### config.mk
export PLATFORM = sky130hd
export DESIGN_NAME = exe_stage
export DESIGN_NICKNAME = d
export VERILOG_FILES = /design/src/rtl/exe_stage.sv
export SDC_FILE = /design/constraint.sdc
export NUM_CORES = 1
export LEC_CHECK = 0
export BUFFER_PORTS_ARGS = -buffer_cell sky130_fd_sc_hd__buf_2
export CORE_MARGIN = 5
export CORE_UTILIZATION = 56
export DETAILED_ROUTE_END_ITERATION = 10
export HOLD_SLACK_MARGIN = 0.15
export PLACE_DENSITY = 0.94
export SLEW_MARGIN = 20
export SYNTH_ARGS = -nofsm -noshare
export SYNTH_HDL_FRONTEND = slang
export SYNTH_HIERARCHICAL = 1
export SYNTH_SLANG_ARGS = --single-unit
### constraint.sdc
create_clock -name clk -period 5.75 [get_ports clk]
set_input_delay 0.575 -clock clk [delete_from_list [all_inputs] [get_ports clk]]
set_output_delay 0.575 -clock clk [all_outputs]
set_load 0.01 [all_outputs]
### src/rtl/exe_stage.sv
// rtl/exe_stage.sv - execute stage: ALU, data SRAM request, bypass bus; EXE_DIV_EN adds the iterative divider
module alu (
    input  logic [11:0] alu_op,
    input  logic [31:0] alu_src1,
    input  logic [31:0] alu_src2,
    output logic [31:0] alu_result
);
    // one-hot op order: add sub slt sltu and nor or xor sll srl sra lui
    always_comb begin
        alu_result = '0;
        if (alu_op[0])  alu_result = alu_result | (alu_src1 + alu_src2);
        if (alu_op[1])  alu_result = alu_result | (alu_src1 - alu_src2);
        if (alu_op[2])  alu_result = alu_result | {31'b0, ($signed(alu_src1) < $signed(alu_src2))};
        if (alu_op[3])  alu_result = alu_result | {31'b0, (alu_src1 < alu_src2)};
        if (alu_op[4])  alu_result = alu_result | (alu_src1 & alu_src2);
        if (alu_op[5])  alu_result = alu_result | ~(alu_src1 | alu_src2);
        if (alu_op[6])  alu_result = alu_result | (alu_src1 | alu_src2);
        if (alu_op[7])  alu_result = alu_result | (alu_src1 ^ alu_src2);
        if (alu_op[8])  alu_result = alu_result | (alu_src1 << alu_src2[4:0]);
        if (alu_op[9])  alu_result = alu_result | (alu_src1 >> alu_src2[4:0]);
        if (alu_op[10]) alu_result = alu_result | $unsigned($signed(alu_src1) >>> alu_src2[4:0]);
        if (alu_op[11]) alu_result = alu_result | alu_src2;
    end
endmodule

module exe_stage #(
    parameter int DS_TO_ES_BUS_WD = 152,
    parameter int ES_TO_MS_BUS_WD = 71
) (
    input  logic                       clk,
    input  logic                       resetn,
    input  logic                       ms_allowin,
    output logic                       es_allowin,
    input  logic                       ds_to_es_valid,
    input  logic [DS_TO_ES_BUS_WD-1:0] ds_to_es_bus,
    output logic                       es_to_ms_valid,
    output logic [ES_TO_MS_BUS_WD-1:0] es_to_ms_bus,
    output logic [37:0]                es_to_ds_bus,
    output logic                       data_sram_en,
    output logic [3:0]                 data_sram_we,
    output logic [31:0]                data_sram_addr,
    output logic [31:0]                data_sram_wdata
);
    logic                       es_valid_q;
    logic [DS_TO_ES_BUS_WD-1:0] es_bus_q;
    logic                       es_ready_go;
    logic [3:0]                 div_op;
    logic [11:0]                alu_op;
    logic                       res_from_mem, mem_we, gr_we;
    logic [4:0]                 dest;
    logic [31:0]                src1, src2, st_data, pc;
    logic [31:0]                alu_result, es_result;

    assign {div_op, alu_op, res_from_mem, mem_we, gr_we, dest, src1, src2, st_data, pc} = es_bus_q;

    always_ff @(posedge clk or negedge resetn) begin
        if (!resetn)         es_valid_q <= 1'b0;
        else if (es_allowin) es_valid_q <= ds_to_es_valid;
    end

    // payload intentionally unreset; es_valid_q qualifies it
    always_ff @(posedge clk) begin
        if (ds_to_es_valid && es_allowin) es_bus_q <= ds_to_es_bus;
    end

    alu u_alu (
        .alu_op     (alu_op),
        .alu_src1   (src1),
        .alu_src2   (src2),
        .alu_result (alu_result)
    );

`ifdef EXE_DIV_EN
    typedef enum logic [1:0] {S_IDLE, S_BUSY, S_DONE} div_state_e;

    div_state_e  state_q, state_d;
    logic [4:0]  cnt_q, cnt_d;
    logic [31:0] rem_q, rem_d, quo_q, quo_d, dvs_q, dvs_d;
    logic [32:0] shifted, trial;
    logic        is_div, div_signed, q_neg, r_neg;
    logic [31:0] quo_fix, rem_fix;

    assign is_div     = |div_op;
    assign div_signed = div_op[3] | div_op[2];
    assign q_neg      = div_signed && (src1[31] ^ src2[31]);
    assign r_neg      = div_signed && src1[31];

    // quo_q holds the dividend being shifted out while quotient bits shift in
    assign shifted = {rem_q, quo_q[31]};
    assign trial   = shifted - {1'b0, dvs_q};

    assign quo_fix = (dvs_q == 32'd0) ? 32'hFFFF_FFFF : (q_neg ? -quo_q : quo_q);
    assign rem_fix = r_neg ? -rem_q : rem_q;

    always_ff @(posedge clk or negedge resetn) begin
        if (!resetn) begin
            state_q <= S_IDLE;
            cnt_q   <= '0;
            rem_q   <= '0;
            quo_q   <= '0;
            dvs_q   <= '0;
        end else begin
            state_q <= state_d;
            cnt_q   <= cnt_d;
            rem_q   <= rem_d;
            quo_q   <= quo_d;
            dvs_q   <= dvs_d;
        end
    end

    always_comb begin
        state_d = state_q;
        cnt_d   = cnt_q;
        rem_d   = rem_q;
        quo_d   = quo_q;
        dvs_d   = dvs_q;
        case (state_q)
            S_IDLE: if (es_valid_q && is_div) begin
                state_d = S_BUSY;
                cnt_d   = '0;
                rem_d   = '0;
                quo_d   = (div_signed && src1[31]) ? -src1 : src1;
                dvs_d   = (div_signed && src2[31]) ? -src2 : src2;
            end
            S_BUSY: begin
                rem_d = trial[32] ? shifted[31:0] : trial[31:0];
                quo_d = {quo_q[30:0], ~trial[32]};
                cnt_d = cnt_q + 5'd1;
                if (cnt_q == 5'd31) state_d = S_DONE;
            end
            S_DONE: if (es_to_ms_valid && ms_allowin) state_d = S_IDLE;
            default: state_d = S_IDLE;
        endcase
    end

    assign es_ready_go = !is_div || (state_q == S_DONE);
    assign es_result   = !is_div ? alu_result : ((div_op[3] | div_op[1]) ? quo_fix : rem_fix);
`else
    // div_op is a don't-care without the divider
    assign es_ready_go = 1'b1 | (&div_op);
    assign es_result   = alu_result;
`endif

    assign es_allowin     = !es_valid_q || (es_ready_go && ms_allowin);
    assign es_to_ms_valid = es_valid_q && es_ready_go;
    assign es_to_ms_bus   = {res_from_mem, gr_we, dest, es_result, pc};
    assign es_to_ds_bus   = {es_valid_q && res_from_mem, (es_valid_q && gr_we) ? dest : 5'd0, es_result};

    assign data_sram_en    = es_valid_q && (res_from_mem || mem_we) && ms_allowin;
    assign data_sram_we    = {4{es_valid_q && mem_we && ms_allowin}};
    assign data_sram_addr  = alu_result;
    assign data_sram_wdata = st_data;
endmodule

After elaboration in Yosys (flattened, before gate mapping):

Cells that the tools add are included.

* equality and inequality tests: 0
* div/mod/pow operators: 0
* $lt $le $gt $ge: 2
* add/sub/neg operators: 2
* shifts and indexed selects: 3
* reductions and logical operators: 10
* bitwise gates (word level): 15
* muxes and demuxes: 13
* multiply operators: 0

Operator list (count)
* 32-bit 2-to-1 mux: 12
* 32-bit bitwise OR: 10
* 32-bit < comparator: 2
* 32-bit by 1-bit bitwise OR with 32-bit output: 2
* 32-bit adder: 1
* 32-bit AND: 1
* 32-bit inverter: 1
* 32-bit by 5-bit << shifter with 32-bit output: 1
* 32-bit by 5-bit >> shifter with 32-bit output: 1
* 32-bit by 5-bit >>> shifter with 32-bit output: 1
* 32-bit subtractor: 1
* 32-bit bitwise XOR: 1
* 1-bit logical AND: 7
* 5-bit 2-to-1 mux: 1
* 1-bit logical OR: 2
* 1-bit logical NOT: 1

* output and inout port bits: 180
* input port bits: 156
* bits in read-only memories: 0
* logic and storage cells: 47
* bits in latches: 0
* register bits: 149
* memories: 0
* RAM bits: 0

Longest topological paths before layout:

* depth in word-level cells: 24
* depth in mapped cells: 16
* depth with buffers taken out: 12

By module:

The synthesis kept the hierarchy.

By module, submodules not included
* alu: instances 1, area an instance 8854.7 um2, sequential area each 0.0 um2, cells each 1273
* exe_stage: instances 1, area an instance 5580.4 um2, sequential area each 4469.3 um2, cells each 298

Least setup slack after synthesis:

Ideal clock, no wire load.

* path type: register to output
* start point: reg es_bus_q[66]
* end point: out es_to_ds_bus[30]
* cell stages (with the launch flop): 17
* data arrival time: 4.091 ns
* slack: 1.084 ns
* required time: 5.175 ns
* buffers on the path: 5
* cell sequence: edfxtp_1 > inv_2 > buf_2 > buf_2 > buf_1 > ha_1 > buf_6 > o21bai_1 > nand2_1 > a311oi_2 > o21ai_1 > a21oi_1 > o311ai_2 > a311oi_1 > a2111oi_0 > or3_1 > buf_4

* cells in the longest elaborated chain, start to end: 24
* elaborated cells between the ends (all ways): 28
* those cells by class: add/sub (2); shift (3); mux (12); bitwise (11)

Ends and longest elaborated chain
* start: declaration: line 45 `logic [DS_TO_ES_BUS_WD-1:0] es_bus_q;`
* start signal: assignment: line 63 `if (ds_to_es_valid && es_allowin) es_bus_q <= ds_to_es_bus;`
* 32-bit adder: line 11 `if (alu_op[0]) alu_result = alu_result | (alu_src1 + alu_src2);`
* 32-bit 2-to-1 mux: line 11
* 32-bit bitwise OR: line 12 `if (alu_op[1]) alu_result = alu_result | (alu_src1 - alu_src2);`
* 32-bit 2-to-1 mux: line 12
* 32-bit by 1-bit bitwise OR with 32-bit output: line 13 `if (alu_op[2]) alu_result = alu_result | {31'b0, ($signed(alu_src1) < $signed(alu_src2))};`
* 32-bit 2-to-1 mux: line 13
* 32-bit by 1-bit bitwise OR with 32-bit output: line 14 `if (alu_op[3]) alu_result = alu_result | {31'b0, (alu_src1 < alu_src2)};`
* 32-bit 2-to-1 mux: line 14
* [... 8 more ...]
* 32-bit bitwise OR: line 19 `if (alu_op[8]) alu_result = alu_result | (alu_src1 << alu_src2[4:0]);`
* 32-bit 2-to-1 mux: line 19
* 32-bit bitwise OR: line 20 `if (alu_op[9]) alu_result = alu_result | (alu_src1 >> alu_src2[4:0]);`
* 32-bit 2-to-1 mux: line 20
* 32-bit bitwise OR: line 21 `if (alu_op[10]) alu_result = alu_result | $unsigned($signed(alu_src1) >>> alu_src2[4:0]);`
* 32-bit 2-to-1 mux *: line 21
* 32-bit bitwise OR: line 22 `if (alu_op[11]) alu_result = alu_result | alu_src2;`
* 32-bit 2-to-1 mux *: line 22
* end: declaration: line 38 `output logic [37:0] es_to_ds_bus,`

Every way passes the cells marked *; elsewhere a longest branch is shown, timed or not.

Final worst setup path:

* start point: reg es_bus_q[64]
* end point: out es_to_ds_bus[30]

Same word-level chain as after synthesis.

==> impl_metrics.py <==
metrics = {
    "outcome": {
        "status": "finished, violations left",
        "violations": "design-rule violations",
    },
    "synth": {
        "synth.area.mux_share": 0.120,
        "yosys_warnings": 6,
        "synthTopCellsByArea": "edfxtp_1 31%, ha_1 8.4%, buf_4 7.3%",
        "synth_seq_area_share": 0.310,
        "synth_compound_area_frac": 0.221,
        "ys_ff_latch": 149,
        "synth.largest_area_cell": "edfxtp_1",
        "yosys.area.top_type_share": 0.308,
        "yosysUniqueCellTypes": 87,
        "syn_nets": 1826,
        "synth_area_um2": 14400,
        "yosys.area_share.simple": 0.113,
        "synthAdderAreaFrac": 0.0869,
        "ys_async_sr_fraction": 0.00671,
        "yosys.area_share.xor_xnor": 0.0206,
        "synth_top_family_by_area": "compound AO/OA/AOI/OAI gates",
        "synthCells": 1571,
        "yosys_most_used_dff": "edfxtp_1",
        "synth-edff-count": 148,
        "avgSynthCellArea_um2": 9.19,
    },
    "placement": {
        "place_hpwl_um": 39600,
        "dp.cells": 2021,
        "gp_congestion": 1.02,
        "pre_cts_ws_ns": 0.868,
        "numPortBuffers": 331,
    },
    "critical_path": {
        "arrival_ns": 4.92,
        "r2r_start": "es_to_ms_valid",
        "cpPeakStageDelay_ns": 0.76,
        "crit_fanout": 15,
        "critical_path.startpoint": "es_bus_q[64]",
        "r2r-end": "es_bus_q[8]",
        "worst-setup-path-type": "flop to output port",
        "path_cells": "ha_1 > fa_1 > o21bai_1 > nand2_1 > a311oi_2 > o21ai_1 > a21oi_1 > o311ai_2 > a311oi_1 > a2111oi_0 > or3_1 > buf_2",
        "ff2ff_setup_slack_ns": 3.35,
        "crit_slowest_cell": "a311oi_1",
        "worstSetupStartpointType": "flop",
        "endpoint_kind": "output port",
        "required_ns": 5.18,
        "reg2reg_depth": 3,
        "critPathCapture": "es_to_ds_bus[30]",
    },
    "timing": {
        "worstMarginPinSlew_ns": 1.01,
        "finClkSkew_ns": 0.0139,
        "drv_slew": 0,
        "whs_ns": 0.301,
        "max_freq_ghz": 0.182,
        "rsz0062_at_grt": "no",
        "relSlewSlack": 0.328,
        "finalCritPeriodShare": 0.956,
        "tns_ns": 0,
        "setup_viol": 0,
        "post-route-min-period_ns": 5.50,
        "fin_ws_ns": 0.252,
        "hold_violations": 0,
    },
    "final_layout": {
        "diodes": 0,
        "fin_cells": 2054,
        "fillCellCount": 2150,
        "seq_area_um2": 4470,
        "layout-drive-gt1-share": 0.267,
        "final_cell_mix": "331 x buf_2, 148 x edfxtp_1, 125 x nor2_1",
        "multi_input_area_um2": 8110,
        "syn_to_final_growth_pct": 9.98,
        "layout_commonest_cell": "buf_2",
        "nets": 1966,
    },
    "route": {
        "drt-wirelength-per-cell_um": 25.9,
        "drt_iter0_drc": 2341,
        "viasPerCell": 6.68,
        "routed_wl_um": 53200,
        "remaining_drc_errors": 1,
        "vias": 13711,
        "first_pass_iters": 10,
        "drt.antenna.violating_nets": 0,
    },
    "clocking": {
        "cts_tree": "yes",
        "clkLatencyLatePin_ns": 0.43,
        "cts.reportedPaths.clkPinSlew_ns": 0.09,
        "cts_max_path_buffers": 2,
        "postCtsHoldBufs": 1,
        "htree_levels": 4,
        "post-cts-setup-buffer-count": 0,
        "clockRootBuffer": "clkbuf_16",
        "cts_resized": 0,
        "numCtsBuffers": 17,
        "cts.sinks": 149,
    },
    "floorplanning": {
        "die_w_um": 171,
        "num_rows": 58,
        "start_util": 0.572,
        "ios": 336,
        "design.die.area_um2": 29100,
        "core_um2": 25300,
        "fp.dieH_um": 171,
    },
    "job": {
        "maxCapViolCount": 0,
    },
    "grt": {
        "gr-total-overflow": 0,
        "antenna_found_initial": 0,
        "grt_max_degree": 83,
        "grt_usage": 0.352,
        "grt_pass1_wl_um": 78900,
        "grt_pass1_vias": 13322,
    },
    "worst_hold_path": {
        "min_path_type": "input port to flop",
    },
    "power_and_ir_drop": {
        "p_leak_nw": 6.77,
        "power_density_nw_per_um2": 235,
        "ir_worst_vdd_mv": 0.165,
    },
}
## report_power, final
| group | switching, W | total, W | internal, W |
|---|---|---|---|
| Clock | 0.000566 | 0.00123 | 0.000662 |
| Combinational | 0.000735 | 0.00117 | 0.000435 |
| Sequential | 0.0000619 | 0.00133 | 0.00127 |
## kinds of logic (layout without fill, tap and decap cells)
kind of cell	Yosys count	after routing
fa+ha+maj	99	99
xor+xnor	34	34
mux	140	140
flops	149	149
compound gates	451	451
buf+inv	340	493
simple gates	358	358
## critical path, delay by kind of cell, from the launching register on
kind	cells	cell delay [ns]
AOI/OAI and AO/OA	7	2.34
DFF	1	0.63
and+or+nand+nor	2	0.58
adders and majority gates	2	0.76
buffers and inverters	1	0.17
## per-layer routing
layer | GRT usage | vias up | part of all wire
li1 | - | 5998 | -
met1 | 0.458 | 6504 | 0.37
met2 | 0.559 | 1014 | 0.45
met3 | 0.0952 | 195 | 0.13
met4 | 0.143 | 0 | 0.049
met5 | 0 | - | 0
## final cells by class
type | count | share of cell area
multi-input combinational | 1082 | 0.511
sequential | 149 | 0.282
timing repair buffer | 364 | 0.120
clock buffer | 17 | 0.0268
tap | 330 | 0.0260
inverter | 97 | 0.0229
clock inverter | 15 | 0.0117
## metrics by stage
stage          cell area (um^2)  total power [W]  utilization
6_report                  15900          0.00373        0.629
5_1_grt                   15900          0.00388        0.629
4_1_cts                   15900          0.00371        0.629
3_5_place_dp              15300          0.00248        0.604
3_3_place_gp              15300          0.00246        0.604
2_1_floorplan             14400          0.00217            -
## state kept, by name (all words and copies together) (netlist names)
signal	count
es_bus_q	148
es_to_ms_valid	1
## synth_stat cells (4+ instances only)
cell type and count:
a211o_1 4, o21bai_1 17, mux2_2 16, a21o_1 19, buf_4 140, xnor2_1 28
edfxtp_1 148, nor4_1 5, xor2_1 6, a21oi_1 119, buf_1 16, o21a_1 5
a221oi_1 15, nand3_1 33, nand2_1 106, nand4_1 12, a31oi_1 13, o22ai_1 13
o211a_1 6, mux2i_1 98, o211ai_1 13, a22oi_1 6, a21boi_0 4, or3_1 7
and3_1 10, clkbuf_1 58, nand2b_1 17, buf_2 26, o21ai_0 69, o31ai_1 18
a211oi_1 22, inv_1 95, nor3_1 14, ha_1 97, nor2_1 125, a222oi_1 28
o2111ai_1 7, and2_1 6, mux4_2 24, o311ai_0 4, a221o_1 11, o221ai_1 12
nor2b_1 8
## worst min path at each step
stage / slack, ns / end / startpoint / cells past startpoint
floorplan: 0.28 / es_to_ms_valid / resetn / 0
global placement: 0.35 / es_to_ms_valid / resetn / 1
detailed placement: 0.35 / es_to_ms_valid / resetn / 1
CTS: 0.29 / es_bus_q[100] / ds_to_es_bus[100] / 1
global route: 0.29 / es_bus_q[93] / ds_to_es_bus[93] / 1
finish: 0.30 / es_bus_q[100] / ds_to_es_bus[100] / 1
Note: power is estimated with default switching activity, not from simulation.
